[src/rtl/apb_master_bridge.sv]
// CPU load/store port to APB4 master bridge: decodes the request to one of
// NUM_SLV slaves, runs SETUP/ACCESS, and returns data with a one-cycle strobe.
module apb_master_bridge #(
  parameter int unsigned NUM_SLV = 4,
  parameter logic [15:0] BASE_HI = 16'h1000,
  parameter int unsigned TIMEOUT = 255
) (
  input  logic                    clk,
  input  logic                    reset,
  input  logic                    transfer,
  input  logic                    write,
  input  logic [31:0]             addr,
  input  logic [31:0]             wdata,
  input  logic [3:0]              strb,
  output logic [31:0]             rdata,
  output logic                    ready,
  output logic                    err,
  output logic [31:0]             PADDR,
  output logic                    PWRITE,
  output logic [31:0]             PWDATA,
  output logic [3:0]              PSTRB,
  output logic [NUM_SLV-1:0]      PSEL,
  output logic                    PENABLE,
  input  logic [NUM_SLV*32-1:0]   PRDATA,
  input  logic [NUM_SLV-1:0]      PREADY
);

  localparam int unsigned DW = 32;
  localparam int unsigned IW = 4;
  localparam int unsigned CW = 8;
  localparam logic [DW-1:0] ABORT_DATA = 32'hDEAD_BEEF;
  localparam logic [CW-1:0] LAST_CNT   = CW'(TIMEOUT - 1);

  typedef enum logic [1:0] {IDLE, SETUP, ACCESS} state_t;

  state_t        state_q;
  logic          hit_q;
  logic [IW-1:0] idx_q;
  logic [CW-1:0] cnt_q;

  logic               req_hit_c;
  logic [NUM_SLV-1:0] req_sel_c;
  logic [DW-1:0]      slv_rdata_c;
  logic               slv_ready_c;

  // Address decode of the incoming request
  always_comb begin
    req_hit_c = (addr[31:16] == BASE_HI) && (32'(addr[15:12]) < NUM_SLV);
    req_sel_c = '0;
    for (int i = 0; i < NUM_SLV; i++) begin
      req_sel_c[i] = req_hit_c && (addr[15:12] == IW'(i));
    end
  end

  // Only the latched slave's PRDATA/PREADY are observed
  always_comb begin
    slv_rdata_c = '0;
    slv_ready_c = 1'b0;
    for (int i = 0; i < NUM_SLV; i++) begin
      if (idx_q == IW'(i)) begin
        slv_rdata_c = PRDATA[DW*i +: DW];
        slv_ready_c = PREADY[i];
      end
    end
  end

  // Completion is decided combinationally in the ACCESS cycle; PREADY beats timeout
  always_comb begin
    ready = 1'b0;
    err   = 1'b0;
    rdata = '0;
    if (state_q == ACCESS) begin
      if (!hit_q) begin
        ready = 1'b1;
        err   = 1'b1;
      end else if (slv_ready_c) begin
        ready = 1'b1;
        rdata = slv_rdata_c;
      end else if (cnt_q == LAST_CNT) begin
        ready = 1'b1;
        err   = 1'b1;
        rdata = ABORT_DATA;
      end
    end
  end

  always_ff @(posedge clk or negedge reset) begin
    if (!reset) begin
      state_q <= IDLE;
      hit_q   <= 1'b0;
      idx_q   <= '0;
      cnt_q   <= '0;
      PADDR   <= '0;
      PWRITE  <= 1'b0;
      PWDATA  <= '0;
      PSTRB   <= '0;
      PSEL    <= '0;
      PENABLE <= 1'b0;
    end else begin
      case (state_q)
        IDLE: begin
          if (transfer) begin
            PADDR   <= addr;
            PWRITE  <= write;
            PWDATA  <= wdata;
            PSTRB   <= write ? strb : 4'b0000;
            hit_q   <= req_hit_c;
            idx_q   <= addr[15:12];
            PSEL    <= req_sel_c;
            cnt_q   <= '0;
            state_q <= SETUP;
          end
        end
        SETUP: begin
          PENABLE <= 1'b1;
          state_q <= ACCESS;
        end
        ACCESS: begin
          if (ready) begin
            PSEL    <= '0;
            PENABLE <= 1'b0;
            state_q <= IDLE;
          end else begin
            cnt_q <= cnt_q + CW'(1);
          end
        end
        default: state_q <= IDLE;
      endcase
    end
  end

endmodule

[config.mk]
export PLATFORM = sky130hd
export DESIGN_NAME = apb_master_bridge
export DESIGN_NICKNAME = d
export VERILOG_FILES = /design/src/rtl/apb_master_bridge.sv
export SDC_FILE = /design/constraint.sdc
export NUM_CORES = 1
export LEC_CHECK = 0
export CORE_ASPECT_RATIO = 0.8
export CORE_MARGIN = 4
export CORE_UTILIZATION = 36
export DETAILED_ROUTE_END_ITERATION = 8
export HOLD_SLACK_MARGIN = 0.03
export PLACE_DENSITY = 0.81
export SYNTH_ARGS = -nofsm -noshare
export SYNTH_HDL_FRONTEND = slang
export SYNTH_SLANG_ARGS = --single-unit
[constraint.sdc]
create_clock -name clk -period 2.6 [get_ports clk]
set_input_delay 0.65 -clock clk [delete_from_list [all_inputs] [get_ports clk]]
set_output_delay 0.65 -clock clk [all_outputs]
set_load 0.01 [all_outputs]
==> results of run 1 <==
==> layer usage <==
| metal | track usage [%] | wire, um | share of wire, % | up-vias |
|---|---|---|---|---|
| li1 | - | - | - | 2600 |
| met1 | 31.1 | 7700 | 36 | 2672 |
| met2 | 48.9 | 10400 | 49 | 267 |
| met3 | 10.3 | 2440 | 11 | 51 |
| met4 | 11.9 | 724 | 3.4 | 2 |
| met5 | 0 | 13 | 0.061 | - |
==> cells by family after synthesis <==
family                     after synthesis  share of synthesized area [%]
and+or+nand+nor                        293                           28.7
muxes                                   11                           2.43
adders and majority gates                2                          0.539
buffers and inverters                   44                           4.50
DFF                                     85                           45.8
AOI/OAI and AO/OA                      112                           18.0
==> state kept, by name, summed over array words and instances, names as in the netlist <==
name	count
state_q	2
PADDR	32
PSEL	4
PENABLE	1
PSTRB	4
cnt_q	8
hit_q	1
PWDATA	32
PWRITE	1
==> power groups by stage <==
stage / Sequential (uW) / Clock, uW / Combinational (uW)
after floorplan: 1890 / 0 / 764
after CTS: 1760 / 1350 / 2410
after detailed placement: 1770 / 0 / 2170
after global placement: 1760 / 0 / 2140
final: 1760 / 1310 / 2540
after global routing: 1800 / 1400 / 2730
==> synth_stat cells, drive strengths merged (2+ instances only) <==
cell	instances	area (um^2)
a22oi	48	360
a31oi	24	150
nand2b	4	25.0
nand3	12	72.6
nor2	13	48.8
buf	16	104
nor3	8	40.0
mux2i	9	90.1
a21oi	2	10.0
clkbuf	22	82.6
a222oi	6	60.1
and3	3	20.0
or4	4	30.0
o211ai	3	22.5
nand3b	2	15.0
nand2	207	777
or2	26	163
a21o	6	45.0
o22a	2	17.5
inv	6	22.5
nor4b	2	30.0
nor4	3	33.8
a2bb2oi	2	17.5
o21ai	6	30.0
a31o	4	35.0
mux2	2	22.5
ha	2	25.0
dfrtp	85	2130
or3	3	18.8
==> critical path: stages, from the launching register on <==
cell and delay, ns:
sky130_fd_sc_hd__dfrtp_2 0.44, sky130_fd_sc_hd__or3_4 0.43, sky130_fd_sc_hd__o22ai_4 0.26, sky130_fd_sc_hd__buf_12 0.15
sky130_fd_sc_hd__buf_6 0.09, sky130_fd_sc_hd__nand3_4 0.10, sky130_fd_sc_hd__buf_6 0.15, sky130_fd_sc_hd__nor3_2 0.17
sky130_fd_sc_hd__buf_2 0.17
==> final cells by class <==
class	count	area, um^2
Clock buffer	13	270
Sequential cell	85	2130
Multi-Input combinational cell	420	2540
Inverter	6	22.5
Tap cell	171	214
Clock inverter	3	42.5
Timing Repair Buffer	374	3600
Fill cell	922	3570
==> placed cells by master (no fill, tap or decap), drive strengths merged, types with 8 or more instances in the layout <==
master and instances:
clkdlybuf4s50 272, nor2 13, a22oi 48, dfrtp 85, nand3 12, buf 97
clkbuf 14, nor3 8, a31oi 24, nand2 207, mux2i 9, or2 26
==> per-stage QoR <==
step / TNS [ns] / area (um^2) / util [%] / cells
after global placement: -18.12 / 8130 / 65.7 / 1028
after CTS: -6.77 / 8620 / 69.6 / 1058
after global routing: -9.43 / 8820 / 71.2 / 1072
after floorplan: 0 / 4640 / - / 547
after detailed placement: -20.35 / 8130 / 65.7 / 1028
final: -6.82 / 8820 / 71.2 / 1072
==> worst paths after layout <==
| check | endpoint | slack (ns) |
|---|---|---|
| setup / recovery | rdata[17] | -0.33 |
| hold / removal | PWDATA[22] | 0.35 |
| setup reg to reg | state_q[1] | 0.52 |
| hold reg to reg | PSTRB[0] | 0.47 |
| max in group asynchronous | PADDR[14] | 1.89 |
| min in group clk | PSTRB[0] | 0.47 |
==> repair_timing <==
action	in CTS	in global routing
gates cloned	4	1
pin swaps	11	24
endpoints found under the setup margin	34	34
buffers inserted	10	14
gates resized for setup	173	40
==> results.json, run 1 <==
{
  "outcome": "complete, but fails checks",
  "failing_checks": "negative setup slack",
  "swShare_pct": 31.9,
  "timing.max_cap.violations": 0,
  "netlist-cell-type-count": 53,
  "report.final.slew_viol_count": 0,
  "rsz0062_at_grt": "yes",
  "clock_tree.htree_level_count": 3,
  "fp-row-count": 36,
  "timing.clock.skew_ns": 0.00339,
  "antenna_found_initial": 1,
  "path_class": "reg -> out",
  "max_slew.worst_pin.slew_ns": 0.730,
  "hold_violations": 0,
  "final_critical_path_setup_slack_ns": -0.332,
  "synth_area_mm2": 0.00464,
  "die_x_um": 135,
  "sequentialPowerShare_pct": 31.4,
  "synth_ff_type": "sky130_fd_sc_hd__dfrtp_1",
  "seq_area_frac_synth_pct": 45.8,
  "route.vias.total": 5592,
  "dp.final_hpwl_um": 15800,
  "cts_tree": "yes",
  "syn_avg_cell_area_um2": 8.48,
  "worstSetupStartpointType": "register",
  "grt_start_max_net_pins": 86,
  "data_required_critical_path_ns": 1.95,
  "hold_class": "in -> async",
  "avgViaCountPerCell": 5.22,
  "drtIter0Drc": 329,
  "die-area_mm2": 0.0148,
  "internal-power_uw": 3820,
  "worstPathMaxFanout": 4,
  "drc_violation_count_after_routing": 0,
  "maximum_clock_rate_mhz": 341,
  "ant_nets": 0,
  "combinationalPowerShare_pct": 45.2,
  "area_growth_pct": 90.0,
  "cp_data_arrival_time_ns": 2.28,
  "antenna_cells": 0,
  "cts_buffers": 9,
  "worst_ir_drop_vdd_mv": 0.597,
  "category_of_the_worst_setup_path_capture_point": "output pin",
  "synth_enable_flop_cells": 0,
  "io_pins": 312,
  "io_buffers": 311,
  "yosys_register_bits": 85,
  "placement_setup_slack_ns": -0.655,
  "clock_power_share_pct": 23.4,
  "worstReg2RegStart": "PADDR[14]",
  "p_leak_uw": 0.00393,
  "crit_start": "PADDR[14]",
  "core-area_mm2": 0.0124,
  "cts_buffer_depth": 2,
  "routed_wirelength_um": 21300,
  "grt-ovfl-total": 0,
  "synth_fp_nets": 753,
  "drt-pass1-iter-count": 5,
  "setup_viol_count_final": 33,
  "clkSlewWorstSetupHoldPaths_ns": 0.06,
  "worst_slew_margin_rel_pct": 51.3,
  "layout.nets": 1102,
  "effective_utilization_at_floorplan_pct": 37.5,
  "synth_cells": 547,
  "totalPowerFinal_uw": 5610,
  "hold_buffers": 0,
  "clock_latency_of_the_later_clocked_register_in_the_worst_skew_pair_ns": 0.33,
  "grt_first_pass_wirelength_um": 32100,
  "pwr_density_cell_mw_per_mm2": 637,
  "async_reset_ff_share_pct": 100,
  "share_of_post_route_cells_with_drive_strength_above_1_pct": 19.8,
  "power.switching_uw": 1790,
  "yosys_warnings": 0,
  "place_congestion": 1.04,
  "timing.hold.ws_ns": 0.352,
  "post-route-period-util_pct": 113,
  "globalRouteTotalUtil_pct": 28.0,
  "die_height_um": 110,
  "grt_pass1_vias": 5940,
  "timing.reg2reg.worst_path_depth": 6,
  "layout_min_cycle_time_ns": 2.93,
  "ctsRootBufferMaster": "sky130_fd_sc_hd__clkbuf_16",
  "wl_per_cell_um": 19.9,
  "cts.sinks": 85
}
(Power assumes the default switching activity.)
==> run 2: changes to the inputs <==
--- a/config.mk
+++ b/config.mk
@@ -7,10 +7,11 @@
 export LEC_CHECK = 0
 export CORE_ASPECT_RATIO = 0.8
 export CORE_MARGIN = 4
-export CORE_UTILIZATION = 36
+export CORE_UTILIZATION = 37
+export CTS_BUF_LIST = sky130_fd_sc_hd__clkbuf_4 sky130_fd_sc_hd__clkbuf_8
 export DETAILED_ROUTE_END_ITERATION = 8
 export HOLD_SLACK_MARGIN = 0.03
-export PLACE_DENSITY = 0.81
+export PLACE_DENSITY = 0.83
 export SYNTH_ARGS = -nofsm -noshare
 export SYNTH_HDL_FRONTEND = slang
 export SYNTH_SLANG_ARGS = --single-unit
==> results.json, run 2 (synthesis results as in run 1) <==
{
  "outcome": "complete, but fails checks",
  "failing_checks": "negative setup slack",
  "grt_use_met1_pct": 30.4,
  "globalRouteTotalUtil_pct": 27.5,
  "cp_data_arrival_time_ns": 2.30,
  "path_class": "reg -> out",
  "fp-row-count": 36,
  "cts.sinks": 85,
  "area_growth_pct": 94.3,
  "report.final.slew_viol_count": 0,
  "core-area_mm2": 0.0122,
  "timing.clock.skew_ns": 0.00805,
  "p_leak_uw": 0.00396,
  "category_of_the_worst_setup_path_capture_point": "output pin",
  "finalNonFillerCells": 1078,
  "drt-pass1-iter-count": 5,
  "data_required_critical_path_ns": 1.95,
  "mostFrequentLayoutCells": "sky130_fd_sc_hd__clkdlybuf4s50_1 (272), sky130_fd_sc_hd__nand2_1 (207), sky130_fd_sc_hd__dfrtp_1 (83)",
  "grt_busiest_layer": "met2",
  "dp.final_hpwl_um": 15500,
  "post-route-period-util_pct": 113,
  "layout_min_cycle_time_ns": 2.95,
  "critical_path.top_delay_family": "compound AO/OA/AOI/OAI gates",
  "hold_class": "in -> async",
  "mostFrequentLayoutCell": "sky130_fd_sc_hd__clkdlybuf4s50_1",
  "cts_buffers": 9,
  "avgViaCountPerCell": 5.33,
  "worstPathMaxFanout": 19,
  "die_x_um": 133,
  "grt-ovfl-total": 0,
  "gr-usage-met3_pct": 9.21,
  "antenna_found_initial": 0,
  "worstReg2RegStart": "PADDR[13]",
  "grt_util_met2_pct": 48.1,
  "die_height_um": 108,
  "pwr_density_cell_mw_per_mm2": 599,
  "clkSlewWorstSetupHoldPaths_ns": 0.09,
  "drc_violation_count_after_routing": 0,
  "worstPathCellList": "buf_6, buf_4, nor2_2, and3_4, buf_12, a22oi_1, a31oi_1, buf_2",
  "clock_tree.htree_level_count": 3,
  "hold_buffers": 0,
  "cp.buffers_inverters": 4,
  "maximum_clock_rate_mhz": 339,
  "crit_path_max_incr_delay_ns": 0.52,
  "setup_viol_count_final": 34,
  "worst_ir_drop_vdd_mv": 0.468,
  "routed_wirelength_um": 21800,
  "timing.max_cap.violations": 0,
  "die-area_mm2": 0.0144,
  "ctsRootBufferMaster": "sky130_fd_sc_hd__clkbuf_8",
  "place_congestion": 1.04,
  "max_slew.worst_pin.slew_ns": 0.611,
  "wl_per_cell_um": 20.3,
  "antenna_cells": 0,
  "drtIter0Drc": 298,
  "io_pins": 312,
  "final_sum_of_negative_setup_slack_ns": -7.15,
  "grt_pass1_vias": 5845,
  "clock_latency_of_the_later_clocked_register_in_the_worst_skew_pair_ns": 0.36,
  "hold_violations": 0,
  "crit_start": "PADDR[14]",
  "route.vias.total": 5747,
  "grt_first_pass_wirelength_um": 31100,
  "io_buffers": 311,
  "grt_start_max_net_pins": 72,
  "largest_registers": "PADDR x32, PWDATA x32, cnt_q x8",
  "cts_tree": "yes",
  "final_critical_path_setup_slack_ns": -0.350,
  "layout.nets": 1109,
  "ant_nets": 0,
  "place_inst": 1028,
  "cpMaxStageDelayCell": "sky130_fd_sc_hd__a22oi_1",
  "worstSetupStartpointType": "register",
  "worst_slew_margin_rel_pct": 59.3,
  "share_of_post_route_cells_with_drive_strength_above_1_pct": 20.9,
  "effective_utilization_at_floorplan_pct": 38.0,
  "cts_buffer_depth": 2,
  "rsz0062_at_grt": "yes"
}
run 2: worst paths after layout:
path	to	cells past startpoint	slack, ns
min in group clk	PSTRB[0]	2	0.48
worst min-delay path	PADDR[9]	1	0.23
worst min register to register	PSTRB[0]	2	0.48
worst max-delay path	rdata[13]	8	-0.35
worst max register to register	PSEL[3]	9	0.09
max in group asynchronous	PADDR[20]	2	1.72
run 2: what timing repair did:
| item | CTS | global route |
|---|---|---|
| setup buffers | 28 | 2 |
| cloned | 4 | 3 |
| gates resized for setup | 187 | 50 |
| pin swaps | 28 | 14 |
| hold endpoints to repair | 0 | 0 |
| setup endpoints to repair | 34 | 34 |
run 2: stage by stage:
step	total power (uW)	cell area (um^2)	hold WS [ns]	worst slack [ns]	utilization (%)
2_1_floorplan	2660	4640	0.354	0.192	-
3_3_place_gp	3880	8150	0.455	-0.619	66.7
3_5_place_dp	3930	8150	0.463	-0.715	66.7
4_1_cts	5240	8630	0.247	-0.224	70.7
5_1_grt	5680	9020	0.272	-0.439	73.9
6_report	5400	9020	0.233	-0.350	73.9
run 2: area by class of cell:
type	instances	area (um^2)
multi-input combinational	419	2680
fill	843	3190
clock buffer	10	138
tap	171	214
timing repair buffer	382	3760
inverter	6	22.5
sequential	85	2130
clock inverter	5	75.1
run 2: power breakdown:
group / total (uW) / switching, uW / internal, uW
sequential: 1760 / 168 / 1590
combinational: 2630 / 1200 / 1430
clock: 1020 / 463 / 557
run 2: routing by layer:
layer  vias to the layer above  share of wire, %
li1                       2615                 -
met1                      2715                35
met2                       324                48
met3                        93                11
met4                         0               5.4
met5                         -                 0
==> run 3: changes to the inputs <==
==> constraint.sdc (replaced) <==
create_clock -name clk -period 2.8 [get_ports clk]
set_input_delay 0.7 -clock clk [delete_from_list [all_inputs] [get_ports clk]]
set_output_delay 0.7 -clock clk [all_outputs]
set_load 0.01 [all_outputs]
==> results.json, run 3 (synthesis results as in run 1) <==
{
  "outcome": "complete, but fails checks",
  "failing_checks": "negative setup slack",
  "place_inst": 1018,
  "worstSetupStartpointType": "register",
  "mostFrequentLayoutCell": "sky130_fd_sc_hd__clkdlybuf4s50_1",
  "core-area_mm2": 0.0122,
  "fillerInstances": 888,
  "timing.clock.skew_ns": 0.00713,
  "setup_viol_count_final": 11,
  "sequential_cell_area_mm2": 0.00213,
  "die_x_um": 133,
  "place_congestion": 1.02,
  "largest_registers": "PADDR x32, PWDATA x32, cnt_q x8",
  "worst_slew_margin_rel_pct": 50.8,
  "layout.nets": 1092,
  "drc_violation_count_after_routing": 0,
  "io_pins": 312,
  "cts_tree": "yes",
  "cts_buffers": 9,
  "clkSlewWorstSetupHoldPaths_ns": 0.08,
  "timing.hold.ws_ns": 0.289,
  "grt-ovfl-total": 0,
  "route.vias.total": 5602,
  "final_critical_path_setup_slack_ns": -0.0926,
  "crit_path_max_incr_delay_ns": 0.44,
  "cp_data_arrival_time_ns": 2.19,
  "clock_tree.htree_level_count": 3,
  "hold_buffers": 0,
  "p_leak_uw": 0.00382,
  "area_growth_pct": 88.4,
  "routed_wirelength_um": 21400,
  "die_height_um": 108,
  "rsz0062_at_grt": "yes",
  "utilization_pct": 71.6,
  "io_buffers": 311,
  "crit_top_cell": "sky130_fd_sc_hd__buf_6",
  "mostFrequentLayoutCells": "sky130_fd_sc_hd__clkdlybuf4s50_1 (272), sky130_fd_sc_hd__nand2_1 (207), sky130_fd_sc_hd__dfrtp_1 (83)",
  "report.final.slew_viol_count": 0,
  "ant_nets": 0,
  "timing.max_cap.violations": 0,
  "data_required_critical_path_ns": 2.10,
  "layout_min_cycle_time_ns": 2.89,
  "drt-pass1-iter-count": 5,
  "ctsRootBufferMaster": "sky130_fd_sc_hd__clkbuf_8",
  "path_class": "reg -> out",
  "max_slew.worst_pin.slew_ns": 0.739,
  "worstPathMaxFanout": 6,
  "antenna_found_initial": 0,
  "cts_buffer_depth": 2,
  "share_of_post_route_cells_with_drive_strength_above_1_pct": 19.6,
  "worst_ir_drop_vdd_mv": 0.469,
  "cts.sinks": 85,
  "effective_utilization_at_floorplan_pct": 38.0,
  "antenna_cells": 0,
  "avgViaCountPerCell": 5.28,
  "post-route-period-util_pct": 103,
  "cpMaxStageDelayCell": "sky130_fd_sc_hd__dfrtp_2",
  "hold_class": "in -> async",
  "drtIter0Drc": 328,
  "dp.final_hpwl_um": 15500,
  "grt_pass1_vias": 5864,
  "maximum_clock_rate_mhz": 346,
  "die-area_mm2": 0.0144,
  "clock_latency_of_the_later_clocked_register_in_the_worst_skew_pair_ns": 0.35,
  "area_taken_by_multi_input_logic_gates_mm2": 0.00263,
  "grt_first_pass_wirelength_um": 32000,
  "category_of_the_worst_setup_path_capture_point": "output pin",
  "cp.buffers_inverters": 5,
  "pwr_density_cell_mw_per_mm2": 548,
  "fp-row-count": 36,
  "hold_violations": 0,
  "globalRouteTotalUtil_pct": 28.5,
  "wl_per_cell_um": 20.2,
  "critical_path.top_delay_family": "buffers and inverters",
  "grt_start_max_net_pins": 72,
  "worstPathCellList": "buf_6, buf_4, nor4b_4, buf_6, clkbuf_16, a22oi_1, a31oi_1, buf_2",
  "finalNonFillerCells": 1061
}
==> run 3: path summary, 6_finish.rpt <==
check                          start        end  slack [ns]  cells after the start
max reg2reg                PADDR[15]    PSEL[3]        0.62                      6
min reg2reg                 PSTRB[0]   PSTRB[0]        0.47                      2
min in group clk            PSTRB[0]   PSTRB[0]        0.47                      2
min                            reset   PADDR[9]        0.29                      1
max in group asynchronous      reset  PWDATA[1]        1.86                      2
max                        PADDR[15]  rdata[10]       -0.09                      8
==> run 3: power breakdown <==
part,switching [uW],internal (uW)
logic,1070,1280
registers,162,1470
clock network,426,376
==> run 3: final cells by class <==
| class | count | area share, % |
|---|---|---|
| inverters | 6 | 0.258 |
| flip-flops and latches | 85 | 24.4 |
| multi-input cells | 422 | 30.1 |
| clock inverters | 3 | 0.243 |
| well taps | 171 | 2.45 |
| clock buffers | 12 | 1.82 |
| repair buffers | 362 | 40.8 |
==> run 3: routing by layer <==
layer	up-vias	wire, um	part of all wire (%)	GRT usage (%)
met5	-	0	0	0
met4	0	976	4.6	14.5
met3	62	2030	9.5	9.72
met2	276	10600	49	49.3
met1	2672	7810	36	31.5
li1	2592	-	-	-
==> run 3: repair_timing <==
item                       4_1_cts  5_1_grt
setup endpoints to repair       34       34
pin swaps                       31       25
resized for setup              187       26
buffers inserted                15        3
gates cloned                     6        4
==> run 3: stage by stage <==
stage | instance area, um^2 | TNS [ns] | total power, uW | setup slack (ns)
after global placement | 8060 | -14.90 | 3590 | -0.467
after global routing | 8740 | -2.83 | 5060 | -0.155
after CTS | 8500 | -0.154 | 4680 | -0.0564
after detailed placement | 8060 | -16.23 | 3640 | -0.563
final | 8740 | -0.303 | 4790 | -0.0926
after floorplan | 4640 | 0 | 2470 | 0.342
